[config.mk]
export PLATFORM = sky130hd
export DESIGN_NAME = dcache_write_buffer
export DESIGN_NICKNAME = d
export VERILOG_FILES = /design/src/rtl/dcache_write_buffer.sv
export SDC_FILE = /design/constraint.sdc
export NUM_CORES = 2
export LEC_CHECK = 0
export ABC_AREA = 1
export CAP_MARGIN = 20
export CORE_AREA = 2 2 425 427
export CTS_BUF_LIST = sky130_fd_sc_hd__clkbuf_4 sky130_fd_sc_hd__clkbuf_8 sky130_fd_sc_hd__clkbuf_16
export DETAILED_ROUTE_END_ITERATION = 10
export DIE_AREA = 0 0 427 429
export PLACE_DENSITY = 0.55
export SYNTH_ARGS = -nofsm -noshare
export SYNTH_HDL_FRONTEND = slang
export SYNTH_SLANG_ARGS = --single-unit
[constraint.sdc]
create_clock -name clk_i -period 34.5 [get_ports clk_i]
set_input_delay 6.9 -clock clk_i [delete_from_list [all_inputs] [get_ports clk_i]]
set_output_delay 6.9 -clock clk_i [all_outputs]
set_load 0.02 [all_outputs]
[src/rtl/dcache_write_buffer.sv]
`default_nettype none
// +--------------------------------------------------------------------------------------------+
// | dcache_write_buffer: posted line write-back FIFO; define WRITE_BUFFER_FORWARD_EN to serve   |
// | read hits from buffered lines.                                     Revision 1.0            |
// +--------------------------------------------------------------------------------------------+
module dcache_write_buffer #(
   parameter int ADDR_SIZE = 32,
   parameter int LINE_SIZE = 256,
   parameter int DEPTH     = 4
) (
   input  logic                 clk_i,
   input  logic                 reset_i,
   input  logic                 up_valid_i,
   input  logic                 up_write_i,
   input  logic [ADDR_SIZE-1:0] up_addr_i,
   input  logic [LINE_SIZE-1:0] up_wdata_i,
   output logic                 up_ready_o,
   output logic                 up_rvalid_o,
   output logic [LINE_SIZE-1:0] up_rdata_o,
   output logic                 mem_valid_o,
   output logic                 mem_write_o,
   output logic [ADDR_SIZE-1:0] mem_addr_o,
   output logic [LINE_SIZE-1:0] mem_wdata_o,
   input  logic                 mem_ready_i,
   input  logic                 mem_rvalid_i,
   input  logic [LINE_SIZE-1:0] mem_rdata_i
);

   localparam int OFF = $clog2(LINE_SIZE / 8);
   localparam int LA  = ADDR_SIZE - OFF;
   localparam int PW  = $clog2(DEPTH);
   localparam logic [PW:0] FULL_CNT = (PW + 1)'(DEPTH);

   typedef enum logic [2:0] {
      IDLE    = 3'd0,
      DRAIN   = 3'd1,
      RD_REQ  = 3'd2,
      RD_WAIT = 3'd3,
      FWD     = 3'd4
   } state_t;

   state_t state, state_d;

   logic [LA-1:0]        addr_mem [DEPTH];
   logic [LINE_SIZE-1:0] data_mem [DEPTH];
   logic [PW-1:0]        head, tail;
   logic [PW:0]          count;

   logic [LA-1:0]        line_in;
   logic                 unused_offset;
   logic                 hit;
   logic [LINE_SIZE-1:0] hit_data;
   logic                 rd_ok;
   logic                 push, pop, rd_acc;

   logic                 mv_d, mw_d, rv_d;
   logic [ADDR_SIZE-1:0] ma_d;
   logic [LINE_SIZE-1:0] md_d, rd_d;

   assign line_in       = up_addr_i[ADDR_SIZE-1:OFF];
   assign unused_offset = ^up_addr_i[OFF-1:0];

`ifdef WRITE_BUFFER_FORWARD_EN
   logic [PW-1:0] idx;

   // Scan oldest to youngest so the last matching entry wins.
   always_comb begin
      hit      = 1'b0;
      hit_data = '0;
      idx      = head;
      for (int k = 0; k < DEPTH; k++) begin
         idx = head + PW'(k);
         if (((PW + 1)'(k) < count) && (addr_mem[idx] == line_in)) begin
            hit      = 1'b1;
            hit_data = data_mem[idx];
         end
      end
   end

   assign rd_ok = (count != FULL_CNT);
`else
   // Without forwarding the buffer is flushed before any read goes out.
   assign hit      = 1'b0;
   assign hit_data = '0;
   assign rd_ok    = (count == '0);
`endif

   assign up_ready_o = !reset_i && (up_write_i ? (count != FULL_CNT)
                                               : ((state == IDLE) && rd_ok));
   assign push   = up_valid_i && up_write_i && up_ready_o;
   assign rd_acc = up_valid_i && !up_write_i && up_ready_o;

   always_comb begin
      state_d = state;
      mv_d    = mem_valid_o;
      mw_d    = mem_write_o;
      ma_d    = mem_addr_o;
      md_d    = mem_wdata_o;
      rv_d    = 1'b0;
      rd_d    = up_rdata_o;
      pop     = 1'b0;
      case (state)
         IDLE: begin
            if (rd_acc) begin
               if (hit) begin
                  state_d = FWD;
                  rv_d    = 1'b1;
                  rd_d    = hit_data;
               end else begin
                  state_d = RD_REQ;
                  mv_d    = 1'b1;
                  mw_d    = 1'b0;
                  ma_d    = {line_in, {OFF{1'b0}}};
               end
            end else if (count != '0) begin
               state_d = DRAIN;
               mv_d    = 1'b1;
               mw_d    = 1'b1;
               ma_d    = {addr_mem[head], {OFF{1'b0}}};
               md_d    = data_mem[head];
            end
         end
         DRAIN: begin
            if (mem_ready_i) begin
               pop     = 1'b1;
               mv_d    = 1'b0;
               state_d = IDLE;
            end
         end
         RD_REQ: begin
            if (mem_ready_i) begin
               mv_d    = 1'b0;
               state_d = RD_WAIT;
            end
         end
         RD_WAIT: begin
            if (mem_rvalid_i) begin
               rv_d    = 1'b1;
               rd_d    = mem_rdata_i;
               state_d = IDLE;
            end
         end
         FWD:     state_d = IDLE;
         default: state_d = IDLE;
      endcase
   end

   always_ff @(posedge clk_i or posedge reset_i) begin
      if (reset_i) begin
         state       <= IDLE;
         head        <= '0;
         tail        <= '0;
         count       <= '0;
         mem_valid_o <= 1'b0;
         mem_write_o <= 1'b0;
         mem_addr_o  <= '0;
         mem_wdata_o <= '0;
         up_rvalid_o <= 1'b0;
         up_rdata_o  <= '0;
      end else begin
         state       <= state_d;
         mem_valid_o <= mv_d;
         mem_write_o <= mw_d;
         mem_addr_o  <= ma_d;
         mem_wdata_o <= md_d;
         up_rvalid_o <= rv_d;
         up_rdata_o  <= rd_d;
         if (push) tail <= tail + PW'(1);
         if (pop)  head <= head + PW'(1);
         count <= count + (PW + 1)'(push) - (PW + 1)'(pop);
      end
   end

   // Line storage needs no reset; occupancy is tracked by the pointers.
   always_ff @(posedge clk_i) begin
      if (push) begin
         addr_mem[tail] <= line_in;
         data_mem[tail] <= up_wdata_i;
      end
   end

endmodule
`default_nettype wire

* Yosys cells after proc, flatten, opt, wreduce, memory -nomap -nowiden
Memories as Yosys holds them, arrays and structs flattened. A register that Yosys moved wholly into a read port is not among the register bits.
Cells that the tools add are included.
Widths: inputs -> output; s select.
** Cells by class
- Add/subtract/negate cells :: 4
- Eq/ne operators :: 9
- Mux-type cells :: 20
- Bitwise logic cells :: 1
- Reductions and logical operators :: 19
** Operator list (number)
- $mux 32 :: 2
- $mux 3 :: 5
- $pmux 3 s4 :: 1
- $mux 1 :: 11
- $eq 3x2->1 const B :: 2
- $logic_and 1x1->1 :: 6
- $logic_not 3->1 :: 2
- $ne 2x2->1 const B :: 3
- $reduce_and 3->1 :: 2
- $add 2x1->2 const B :: 2
- $reduce_and 2->1 :: 2
- $reduce_and 4->1 :: 1
- $reduce_bool 2->1 :: 2
- $add 3x1->3 :: 1
- $eq 3x1->1 const B :: 1
- $ne 3x2->1 const B :: 1
- $ne 3x3->1 const B :: 1
- $reduce_bool 3->1 :: 1
- $sub 3x1->3 :: 1
- $logic_not 1->1 :: 2
- $ne 2x1->1 const B :: 1
- $pmux 1 s2 :: 1
- $reduce_or 2->1 :: 1
- $not 1->1 :: 1
** Word-level totals
- Flip-flop bits (word level) :: 301
- RAM bits :: 1132
- Memories :: 2
** Memory list
- data_mem :: depth 4, bits a word 256, read ports 1, clocked after memory_dff 1, write ports 1, line 45 : logic [LINE_SIZE-1:0] data_mem [DEPTH];
- addr_mem :: depth 4, bits a word 27, read ports 1, clocked after memory_dff 0, write ports 1, line 44 : logic [LA-1:0] addr_mem [DEPTH];

* Depth between registers and ports, before layout
- Depth after elaboration :: 7
- Mapped depth :: 11

* Worst setup path after synthesis
Ideal clock, no wire load.
- Path kind :: input to register
- Start :: input port reset_i
- End :: memory addr_mem[0][0] (netlist bit) (enable)
- Arrival time :: 32507 ps
- Data required time :: 33566 ps
- Setup slack :: 1059 ps
- Cell stages on the path :: 5
- Buffers on the path :: 0
- Cells stage by stage :: inv_1 -> nand3_1 -> nor2_1 -> inv_1 -> nor2_1
** On the way
- Word-level cells in the longest chain between the ends :: 5
** Ends and longest elaborated chain
- start: declaration :: line 12 : input logic reset_i,
- $logic_not 1->1 (no source line)
- $logic_and 1x1->1 :: line 88 : assign up_ready_o = !reset_i && (up_write_i ? (count != FULL_CNT)
- $logic_and 1x1->1 :: line 90 : assign push = up_valid_i && up_write_i && up_ready_o;
- $mux 1 :: line 176 : if (push) begin
- $mux 1 (implied by the code) :: line 177 : addr_mem[tail] <= line_in;
- end: declaration :: line 44
No other way between the ends.

* Worst setup path after layout
- Start :: input port reset_i
- End :: output port up_ready_o
** On the way
- Word-level cells in the longest chain between the ends :: 2
** Ends and longest elaborated chain
- $logic_not 1->1 (no source line)
- $logic_and 1x1->1 :: line 88
- end: declaration :: line 17 : output logic up_ready_o,
No other way between the ends.

==> metrics <==
Worst VDD drop just over 0.00009 V; GRT Util Overall 0.218; RSZ-0062 raised after global routing false; root buf cell clkbuf_16; Worst Tran Pin Value 1.11 ns; Crit path required time around 28 ns; Die Height between 400 and 500 um; combinational group share of total power 0.371; hpwl dp approximately 130 mm; Worst R2R Start count[2]$_DFF_PP0_; Die X 427 um; Warnings, synthesis 0; WL per Instance ~23 um; Final Skew between 0.04 and 0.05 ns; via count between 40k and 50k; post-synthesis sequential area ratio 0.757; f_max between 60 and 70 MHz; critical path's largest stage delay roughly 0.6 ns; Internal Dissipation ~0.0047 W; global route overflow 0; outcome complete, no violations; Final Max Tran Viols 0; fill count between 15k and 20k; Critical Path Most Common Cell clkdlybuf4s50_1; CTS clk-pin slew, worst paths ~0.060 ns; crit path DAT between 8 and 9 ns; FF-to-FF path depth 9; Mapped Area 0.0631 mm2; Critical Path Fanout Max 2; Synth cell types 29; post-route minimum period 15.26 ns; largest net degree at the start of global routing approximately 280; CTS tree built; Clock Tree Buf Depth 3; part of the power in registers 0.368; total iterations of the first detailed-routing run 5; post-route antenna net violation count 0; Post-Place Cells around 8.4k; IO Pins approximately 1.1k; Final TNS setup 0 ns; Final #Nets between 6k and 7k; Sequential Area between 0.04 and 0.05 mm2; Vias/cell between 4 and 5; R2R Path End data_mem[3][105]$_DFFE_PP_; most common cell after layout, fill and taps aside nor2_1; final hold vios 0; first-pass GRT wire length between 200 and 300 mm; Die Area about 0.18 mm2; most frequent cells in the layout 1,319 x nor2_1, 1,132 x edfxtp_1, 1,087 x clkdlybuf4s50_1; initial antenna violation count between 70 and 80; Clock Sinks around 1.7k; Core Rows between 150 and 200; cell area power density approximately 92 mW/mm2; number of H-tree levels 4; Setup CP Type in2out; hold path depth 2; Mapped Cells roughly 5.3k; max_cap viols 0; reg2reg setup slack ~29 ns; syn avg cell area 12.0 um2; initial core utilization 0.354; crit path capture type output pin; Clock Latency Late Sink ~0.84 ns; crit-path cells clkdlybuf4s50_1 > a21oi_2 > and2_1 > clkdlybuf4s50_1; # setup viols final 0; post-CTS setup buffer count 0; dpl ws 19.24 ns; Worst Setup Start Kind input pin; number of gates resized after CTS 0; DRC violations left 0; Multi-input gate area roughly 0.014 mm2; routability cong. around 0.88; Lkg Pwr between 30 and 40 nW; clock share of power 0.261; Post-DP Area approximately 0.076 mm2; vias in the first global route roughly 40k; flops & latches, synth ~1.7k; drt total wl just over 200 mm; sw power around 0.0028 W; core box area around 0.18 mm2; fin cells 8,812; share of post-route cells with drive strength above 1 0.0614; Max stage delay cell, worst path clkdlybuf4s50_1; # port buffers 1,087; relative slew slack 0.261; area grow syn2layout 30.4%; CTS Hold Bufs 0; CP endpoint up_ready_o; CP startpoint reset_i; Final period util 0.442; HP Class reg2reg; CTS buffer count roughly 180; design area 0.0823 mm2; setup ws final 19.24 ns; Starting DRT DRC Count around 2.8k; Net Sw Frac 0.373
[flip-flops by register name, summed over array words and instances (netlist names)]
signal       flops
data_mem      1024
mem_wdata_o    256
up_rdata_o     256
addr_mem       108
mem_addr_o      27
count            3
head             2
state            2
tail             2
mem_valid_o      1
mem_write_o      1
up_rvalid_o      1
[worst min path at each step]
stage	startpoint	to	slack [ns]
final	up_rdata_o[54]$_DFFE_PP0P_	up_rdata_o[54]$_DFFE_PP0P_	0.48
after global routing	up_rdata_o[110]$_DFFE_PP0P_	up_rdata_o[110]$_DFFE_PP0P_	0.49
after CTS	up_rdata_o[140]$_DFFE_PP0P_	up_rdata_o[140]$_DFFE_PP0P_	0.48
after detailed placement	up_rdata_o[101]$_DFFE_PP0P_	up_rdata_o[101]$_DFFE_PP0P_	0.46
after global placement	up_rdata_o[141]$_DFFE_PP0P_	up_rdata_o[141]$_DFFE_PP0P_	0.46
after floorplan	tail[0]$_DFFE_PP0P_	tail[0]$_DFFE_PP0P_	0.49
[metrics by stage]
stage | hold WS [ns] | power (W) | utilization
2_1_floorplan | 0.494 | 0.00439 | -
3_3_place_gp | 0.463 | 0.00561 | 0.427
3_5_place_dp | 0.465 | 0.00564 | 0.427
4_1_cts | 0.481 | 0.00763 | 0.461
5_1_grt | 0.489 | 0.00795 | 0.462
6_report | 0.476 | 0.00753 | 0.462
[power by group through the flow]
| stage | Combinational [W] | Clock (W) | Sequential (W) |
|---|---|---|---|
| global placement | 0.00281 | 0 | 0.00280 |
| global route | 0.00303 | 0.00210 | 0.00281 |
| floorplan | 0.00122 | 0 | 0.00316 |
| finish | 0.00279 | 0.00197 | 0.00277 |
| detailed placement | 0.00283 | 0 | 0.00281 |
| CTS | 0.00284 | 0.00202 | 0.00277 |
[routing by layer]
metal	up-vias	GRT usage	wire length, um
li1	20015	-	-
met1	20610	0.240	75400
met2	1196	0.377	104000
met3	395	0.0644	14300
met4	38	0.116	11100
met5	-	0	246
[cell type report]
| class | instances | share of cell area |
|---|---|---|
| Antenna cell | 37 | 0.00113 |
| Clock buffer | 267 | 0.0651 |
| Clock inverter | 69 | 0.0101 |
| Inverter | 52 | 0.00304 |
| Multi-Input combinational cell | 3209 | 0.166 |
| Sequential cell | 1683 | 0.581 |
| Tap cell | 2355 | 0.0358 |
| Timing Repair Buffer | 1140 | 0.138 |
[synth_stat cells (all sizes together)]
cell type  count  area, um2
a31oi        256       1600
nor2        1325       4990
xor2           3       26.3
buf          190       1040
conb           1       3.75
xnor2          1       8.76
o21ai        514       2580
nand2       1001       3760
clkinv         1       3.75
fa             1       20.0
a21oi         29        149
inv           51        196
dfrtp        551      13800
o21bai         1       7.51
nand3         61        310
ha            11        138
edfxtp      1132      34000
and2           1       6.26
clkbuf       125        469
[logic make-up after synthesis]
group / count (synthesis) / synth area share
buf+inv: 367 / 0.0272
xor+xnor: 4 / 0.000555
simple gates: 2388 / 0.144
compound gates: 800 / 0.0687
other cells: 1 / 0.0000594
fa+ha+maj: 12 / 0.00250
flops: 1683 / 0.757
[worst max-delay path, delay by kind of cell]
kind / cells / cell delay [ns]
buf+inv: 2 / 1.13
compound gates: 1 / 0.18
simple gates: 1 / 0.15
(Power assumes the default switching activity.)
